===== src/rtl/alu_pipe.sv =====
// Registered, handshaked ALU with an iterative shift-add multiplier.
// Each accepted operation produces one result, held until the consumer pops it.
module alu_pipe #(
  parameter int unsigned WIDTH = 8,
  parameter int unsigned SHW   = $clog2(WIDTH)
) (
  input  logic             clock,
  input  logic             reset,
  input  logic             enable,
  input  logic             in_valid,
  output logic             in_ready,
  input  logic [WIDTH-1:0] a,
  input  logic [WIDTH-1:0] b,
  input  logic [2:0]       control_bus,
  output logic             out_valid,
  input  logic             out_ready,
  output logic [WIDTH-1:0] outp,
  output logic             flag_c,
  output logic             flag_z,
  output logic             flag_n,
  output logic             flag_v
);

  typedef enum logic [1:0] {StIdle, StMul, StDone} state_e;

  localparam logic [2:0] OpAdd = 3'b000;
  localparam logic [2:0] OpSub = 3'b001;
  localparam logic [2:0] OpAnd = 3'b010;
  localparam logic [2:0] OpOr  = 3'b011;
  localparam logic [2:0] OpXor = 3'b100;
  localparam logic [2:0] OpNot = 3'b101;
  localparam logic [2:0] OpShl = 3'b110;
  localparam logic [2:0] OpMul = 3'b111;

  localparam logic [SHW-1:0] LastStep = SHW'(WIDTH - 1);

  state_e               state_q, state_d;
  logic [WIDTH-1:0]     outp_q, outp_d;
  logic                 c_q, c_d, z_q, z_d, n_q, n_d, v_q, v_d;
  logic [2*WIDTH-1:0]   mcand_q, mcand_d;
  logic [2*WIDTH-1:0]   acc_q, acc_d;
  logic [WIDTH-1:0]     mplier_q, mplier_d;
  logic [SHW-1:0]       cnt_q, cnt_d;

  logic                 accept;
  logic [WIDTH-1:0]     alu_res;
  logic                 alu_c, alu_v;
  logic [WIDTH:0]       sum, diff, shl;
  logic [WIDTH-1:0]     b_neg;
  logic [2*WIDTH-1:0]   acc_step;

  assign in_ready  = enable & ((state_q == StIdle) | ((state_q == StDone) & out_ready));
  assign accept    = in_valid & in_ready;
  assign out_valid = (state_q == StDone);
  assign outp      = outp_q;
  assign flag_c    = c_q;
  assign flag_z    = z_q;
  assign flag_n    = n_q;
  assign flag_v    = v_q;

  assign sum      = {1'b0, a} + {1'b0, b};
  assign diff     = {1'b0, a} - {1'b0, b};
  assign b_neg    = ~b + WIDTH'(1);
  // Bit WIDTH of the widened shift is the last bit shifted out (0 for a zero shift).
  assign shl      = {1'b0, a} << b[SHW-1:0];
  assign acc_step = mplier_q[0] ? (acc_q + mcand_q) : acc_q;

  always_comb begin
    alu_res = '0;
    alu_c   = 1'b0;
    alu_v   = 1'b0;
    unique case (control_bus)
      OpAdd: begin
        alu_res = sum[WIDTH-1:0];
        alu_c   = sum[WIDTH];
        alu_v   = (a[WIDTH-1] == b[WIDTH-1]) & (sum[WIDTH-1] != a[WIDTH-1]);
      end
      OpSub: begin
        alu_res = diff[WIDTH-1:0];
        alu_c   = (a < b);
        alu_v   = (a[WIDTH-1] == b_neg[WIDTH-1]) & (diff[WIDTH-1] != a[WIDTH-1]);
      end
      OpAnd: alu_res = a & b;
      OpOr:  alu_res = a | b;
      OpXor: alu_res = a ^ b;
      OpNot: alu_res = ~a;
      OpShl: begin
        alu_res = shl[WIDTH-1:0];
        alu_c   = shl[WIDTH];
      end
      OpMul: alu_res = '0;
      default: alu_res = '0;
    endcase
  end

  always_comb begin
    state_d  = state_q;
    outp_d   = outp_q;
    c_d      = c_q;
    z_d      = z_q;
    n_d      = n_q;
    v_d      = v_q;
    mcand_d  = mcand_q;
    acc_d    = acc_q;
    mplier_d = mplier_q;
    cnt_d    = cnt_q;

    unique case (state_q)
      StIdle: ;
      StMul: begin
        if (enable) begin
          acc_d    = acc_step;
          mcand_d  = mcand_q << 1;
          mplier_d = mplier_q >> 1;
          cnt_d    = cnt_q + SHW'(1);
          if (cnt_q == LastStep) begin
            state_d = StDone;
            outp_d  = acc_step[WIDTH-1:0];
            c_d     = |acc_step[2*WIDTH-1:WIDTH];
            z_d     = (acc_step[WIDTH-1:0] == '0);
            n_d     = acc_step[WIDTH-1];
            v_d     = 1'b0;
          end
        end
      end
      StDone: begin
        if (enable && out_ready) state_d = StIdle;
      end
      default: state_d = StIdle;
    endcase

    // A new issue overrides the pop-to-idle transition for back-to-back operation.
    if (accept) begin
      if (control_bus == OpMul) begin
        state_d  = StMul;
        mcand_d  = {{WIDTH{1'b0}}, a};
        mplier_d = b;
        acc_d    = '0;
        cnt_d    = '0;
      end else begin
        state_d = StDone;
        outp_d  = alu_res;
        c_d     = alu_c;
        z_d     = (alu_res == '0);
        n_d     = alu_res[WIDTH-1];
        v_d     = alu_v;
      end
    end
  end

  always_ff @(posedge clock or posedge reset) begin
    if (reset) begin
      state_q  <= StIdle;
      outp_q   <= '0;
      c_q      <= 1'b0;
      z_q      <= 1'b0;
      n_q      <= 1'b0;
      v_q      <= 1'b0;
      mcand_q  <= '0;
      acc_q    <= '0;
      mplier_q <= '0;
      cnt_q    <= '0;
    end else begin
      state_q  <= state_d;
      outp_q   <= outp_d;
      c_q      <= c_d;
      z_q      <= z_d;
      n_q      <= n_d;
      v_q      <= v_d;
      mcand_q  <= mcand_d;
      acc_q    <= acc_d;
      mplier_q <= mplier_d;
      cnt_q    <= cnt_d;
    end
  end

endmodule


===== config.mk =====
export PLATFORM = sky130hd
export DESIGN_NAME = alu_pipe
export DESIGN_NICKNAME = d
export VERILOG_FILES = /design/src/rtl/alu_pipe.sv
export SDC_FILE = /design/constraint.sdc
export NUM_CORES = 1
export LEC_CHECK = 0
export ABC_AREA = 0
export CAP_MARGIN = 20
export CORE_ASPECT_RATIO = 0.75
export CORE_MARGIN = 5
export CORE_UTILIZATION = 65
export CTS_CLUSTER_DIAMETER = 30
export DETAILED_ROUTE_END_ITERATION = 12
export HOLD_SLACK_MARGIN = 0.03
export PLACE_DENSITY = 0.95
export SYNTH_ARGS = -nofsm -noshare
export SYNTH_HDL_FRONTEND = slang
export SYNTH_SLANG_ARGS = --single-unit

===== constraint.sdc =====
create_clock -name clock -period 5.4 [get_ports clock]
set_input_delay 1.08 -clock clock [delete_from_list [all_inputs] [get_ports clock]]
set_output_delay 1.08 -clock clock [all_outputs]
set_load 0.01 [all_outputs]

==> reports/results.ini <==
[status]
status = finished clean

[timing]
slew_viol_final = 0
finalSetupTns_ns = 0
rsz0062_at_grt = false
fin_crit_sh = 0.7299
skew_ns = 0.008966
finalSetupViolCount = 0
hold_viol = 0
post-route-min-period_ns = 3.941
max_slew_margin = 0.4045
fmax_mhz = 253.7
tightest_slew_ns = 0.8911

[synthesis]
syn_inst = 628
synth_area_leader_cell = dfrtp_1
synthTopCellsByCount = nand2_1, dfrtp_1, a21oi_1, o21ai_0, ha_1
synth_ff_type = dfrtp_1
synth-edff-count = 0
syn-cell-area_sq_um = 5125
syn_area_per_cell_sq_um = 8.161
seq_area_frac_synth = 0.2783
synth.most_common_cell = nand2_1
yosysWarnings = 0
synth_fp_nets = 697
ys_top_cells_by_area = dfrtp_1, ha_1, nand2_1
synth_top_area_share = 0.2783
ys_seq_elements = 57
postSynth.asyncResetShare = 1.000
synth_cell_types = 74

[floorplanning]
design.die.area_sq_um = 9779
rows = 28
ios = 38
dieHeight_um = 86.90
coreArea_sq_um = 7777
dieWidth_um = 112.5
initial_core_util = 0.6589

[cts]
cts_tree = built
cts_setup_buffers = 0
path_clk_slew_ns = 0.07
cts_buffers = 9
cts-root-buf = clkbuf_8
cts_buffer_depth = 2
htreeDepth = 3
cts_sinks = 57
ctsHoldBuffers = 0
clock_latency_ns = 0.35
cts_resized = 0

[worst_setup_path]
crit_family = compound AO/OA/AOI/OAI gates
cp_common_cell = a21oi_1
critPathMaxFanout = 16
path_cells = clkdlybuf4s50_1, inv_1, ha_1, a21oi_1, o2111ai_1, a21oi_1, o21ai_0, o22a_1, mux4_2, o21ai_1
cp_slowest_cell = clkdlybuf4s50_1
arrival_ns = 4.21
crit_type = input pin to register
crit_buf_inv = 2
required_ns = 5.67
startpoint_type = input pin
cp-end-kind = register
max_stage_delay_ns = 0.89

[route]
vias = 5205
wl_per_cell_um = 20.41
drtAntennaViolNets = 0
drt_pass1_iterations = 5
met3WireLength_um = 1926
drc = 0
drt-met1-wl_um = 6644
wirelength_um = 15490
dr_wl_met2_um = 6559
top_layer_used = met4
viasPerCell = 6.858
drt_iter0_markers = 688

[hold_path]
hold_path_class = register to register

[place]
io_buffer_count = 37
hpwl_um = 11230
post_dp_cell_area_sq_um = 5549
place_inst = 743
globalplace.congestion = 1.074

[grt]
grt_usage = 0.3222
grt-ovfl-total = 0
grt_max_degree = 58
grt_pass1_wl_um = 24920
grt_pass1_vias = 4758
antenna_found_initial = 0

[final_layout]
fillers = 599
regArea_sq_um = 1426
multi_input_area_sq_um = 3430
syn_to_final_growth_pct = 12.11
n_antenna_cell = 0
design_area_sq_um = 5746
drive_above_1_share = 0.06728
fin_cells = 759
fin_util = 0.7387
final_nets = 718

[power_and_ir_drop]
power_density_nw_per_um2 = 413.2
ir_drop_uv = 299.1
finalPower_mw = 2.374
leakagePower_nw = 2.525

[run]
max_cap_viol_count = 0

## metal layers
metal	vias up	global-route usage
li1	2320	-
met1	2481	0.4754
met2	367	0.4749
met3	37	0.08264
met4	0	0.08188
met5	-	0
## cell usage in the layout, fill, tap and decap left out, types with 7 or more instances in the layout
cell type and count:
nand2_1 89, or3_1 7, dfrtp_1 57, o21ai_0 45
clkdlybuf4s50_1 37, clkbuf_8 10, a211oi_1 8, inv_1 30
and2_1 9, ha_1 42, buf_4 9, a21o_1 7
o211ai_1 10, xnor2_1 8, a21oi_1 55, o21ai_1 8
mux2i_1 30, nor3_1 10, nand3_1 23, nor2_1 38
## worst register-to-register path: stages, from the launching register on
cell       delay (ns)
dfrtp_1          0.43
ha_1             0.25
fa_1             0.43
a21o_1           0.26
a2111oi_4        0.31
o21bai_1         0.19
xor2_1           0.19
a211o_1          0.33
a2111oi_2        0.38
nand3_1          0.11
o31a_1           0.25
## state kept, by name, indices dropped and copies added, names as in the netlist
| signal | count |
|---|---|
| flag_z | 1 |
| acc_q | 16 |
| outp | 8 |
| mplier_q | 8 |
| mcand_q | 16 |
| flag_v | 1 |
| flag_c | 1 |
| cnt_q | 3 |
| flag_n | 1 |
| state_q | 2 |
## final timing paths
path / start / to / cells past startpoint / slack, ns
max: b[1] / flag_v / 10 / 1.46
min: flag_v / flag_v / 2 / 0.51
max reg2reg: mcand_q[0] / flag_c / 10 / 2.17
min reg2reg: flag_v / flag_v / 2 / 0.51
max in group asynchronous: reset / mcand_q[9] / 3 / 3.66
min in group asynchronous: reset / cnt_q[1] / 3 / 1.25
## per-stage QoR
step | hold WS, ns | setup WS [ns]
3_5_place_dp | 0.5047 | 1.152
6_report | 0.5093 | 1.459
2_1_floorplan | 0.4686 | 2.162
4_1_cts | 0.5201 | 1.495
3_3_place_gp | 0.4962 | 1.219
5_1_grt | 0.5579 | 1.173
## where the power goes
| group | internal [mW] | switching, mW | total, mW |
|---|---|---|---|
| Clock | 0.224 | 0.182 | 0.406 |
| Combinational | 0.529 | 0.723 | 1.25 |
| Sequential | 0.582 | 0.134 | 0.716 |
| Total | 1.33 | 1.04 | 2.37 |
## area by class of cell
type,instances,area share
clock inverter,5,0.009582
clock buffer,11,0.02461
timing repair buffer,46,0.07622
sequential,57,0.2483
inverter,33,0.02156
multi-input combinational,502,0.5969
tap,105,0.02287
## cell families (layout without fill, tap and decap cells)
| family | Yosys count | after routing | synth area share |
|---|---|---|---|
| AND/OR/NAND/NOR | 213 | 213 | 0.1951 |
| AO/OA/AOI/OAI | 193 | 193 | 0.2476 |
| buffers and inverters | 69 | 95 | 0.05371 |
| flip-flops | 57 | 57 | 0.2783 |
| adder cells (fa/ha/maj) | 45 | 45 | 0.1143 |
| multiplexers | 37 | 37 | 0.08716 |
| XOR/XNOR | 14 | 14 | 0.02393 |
No activity file was read; power rests on OpenSTA's default activity.
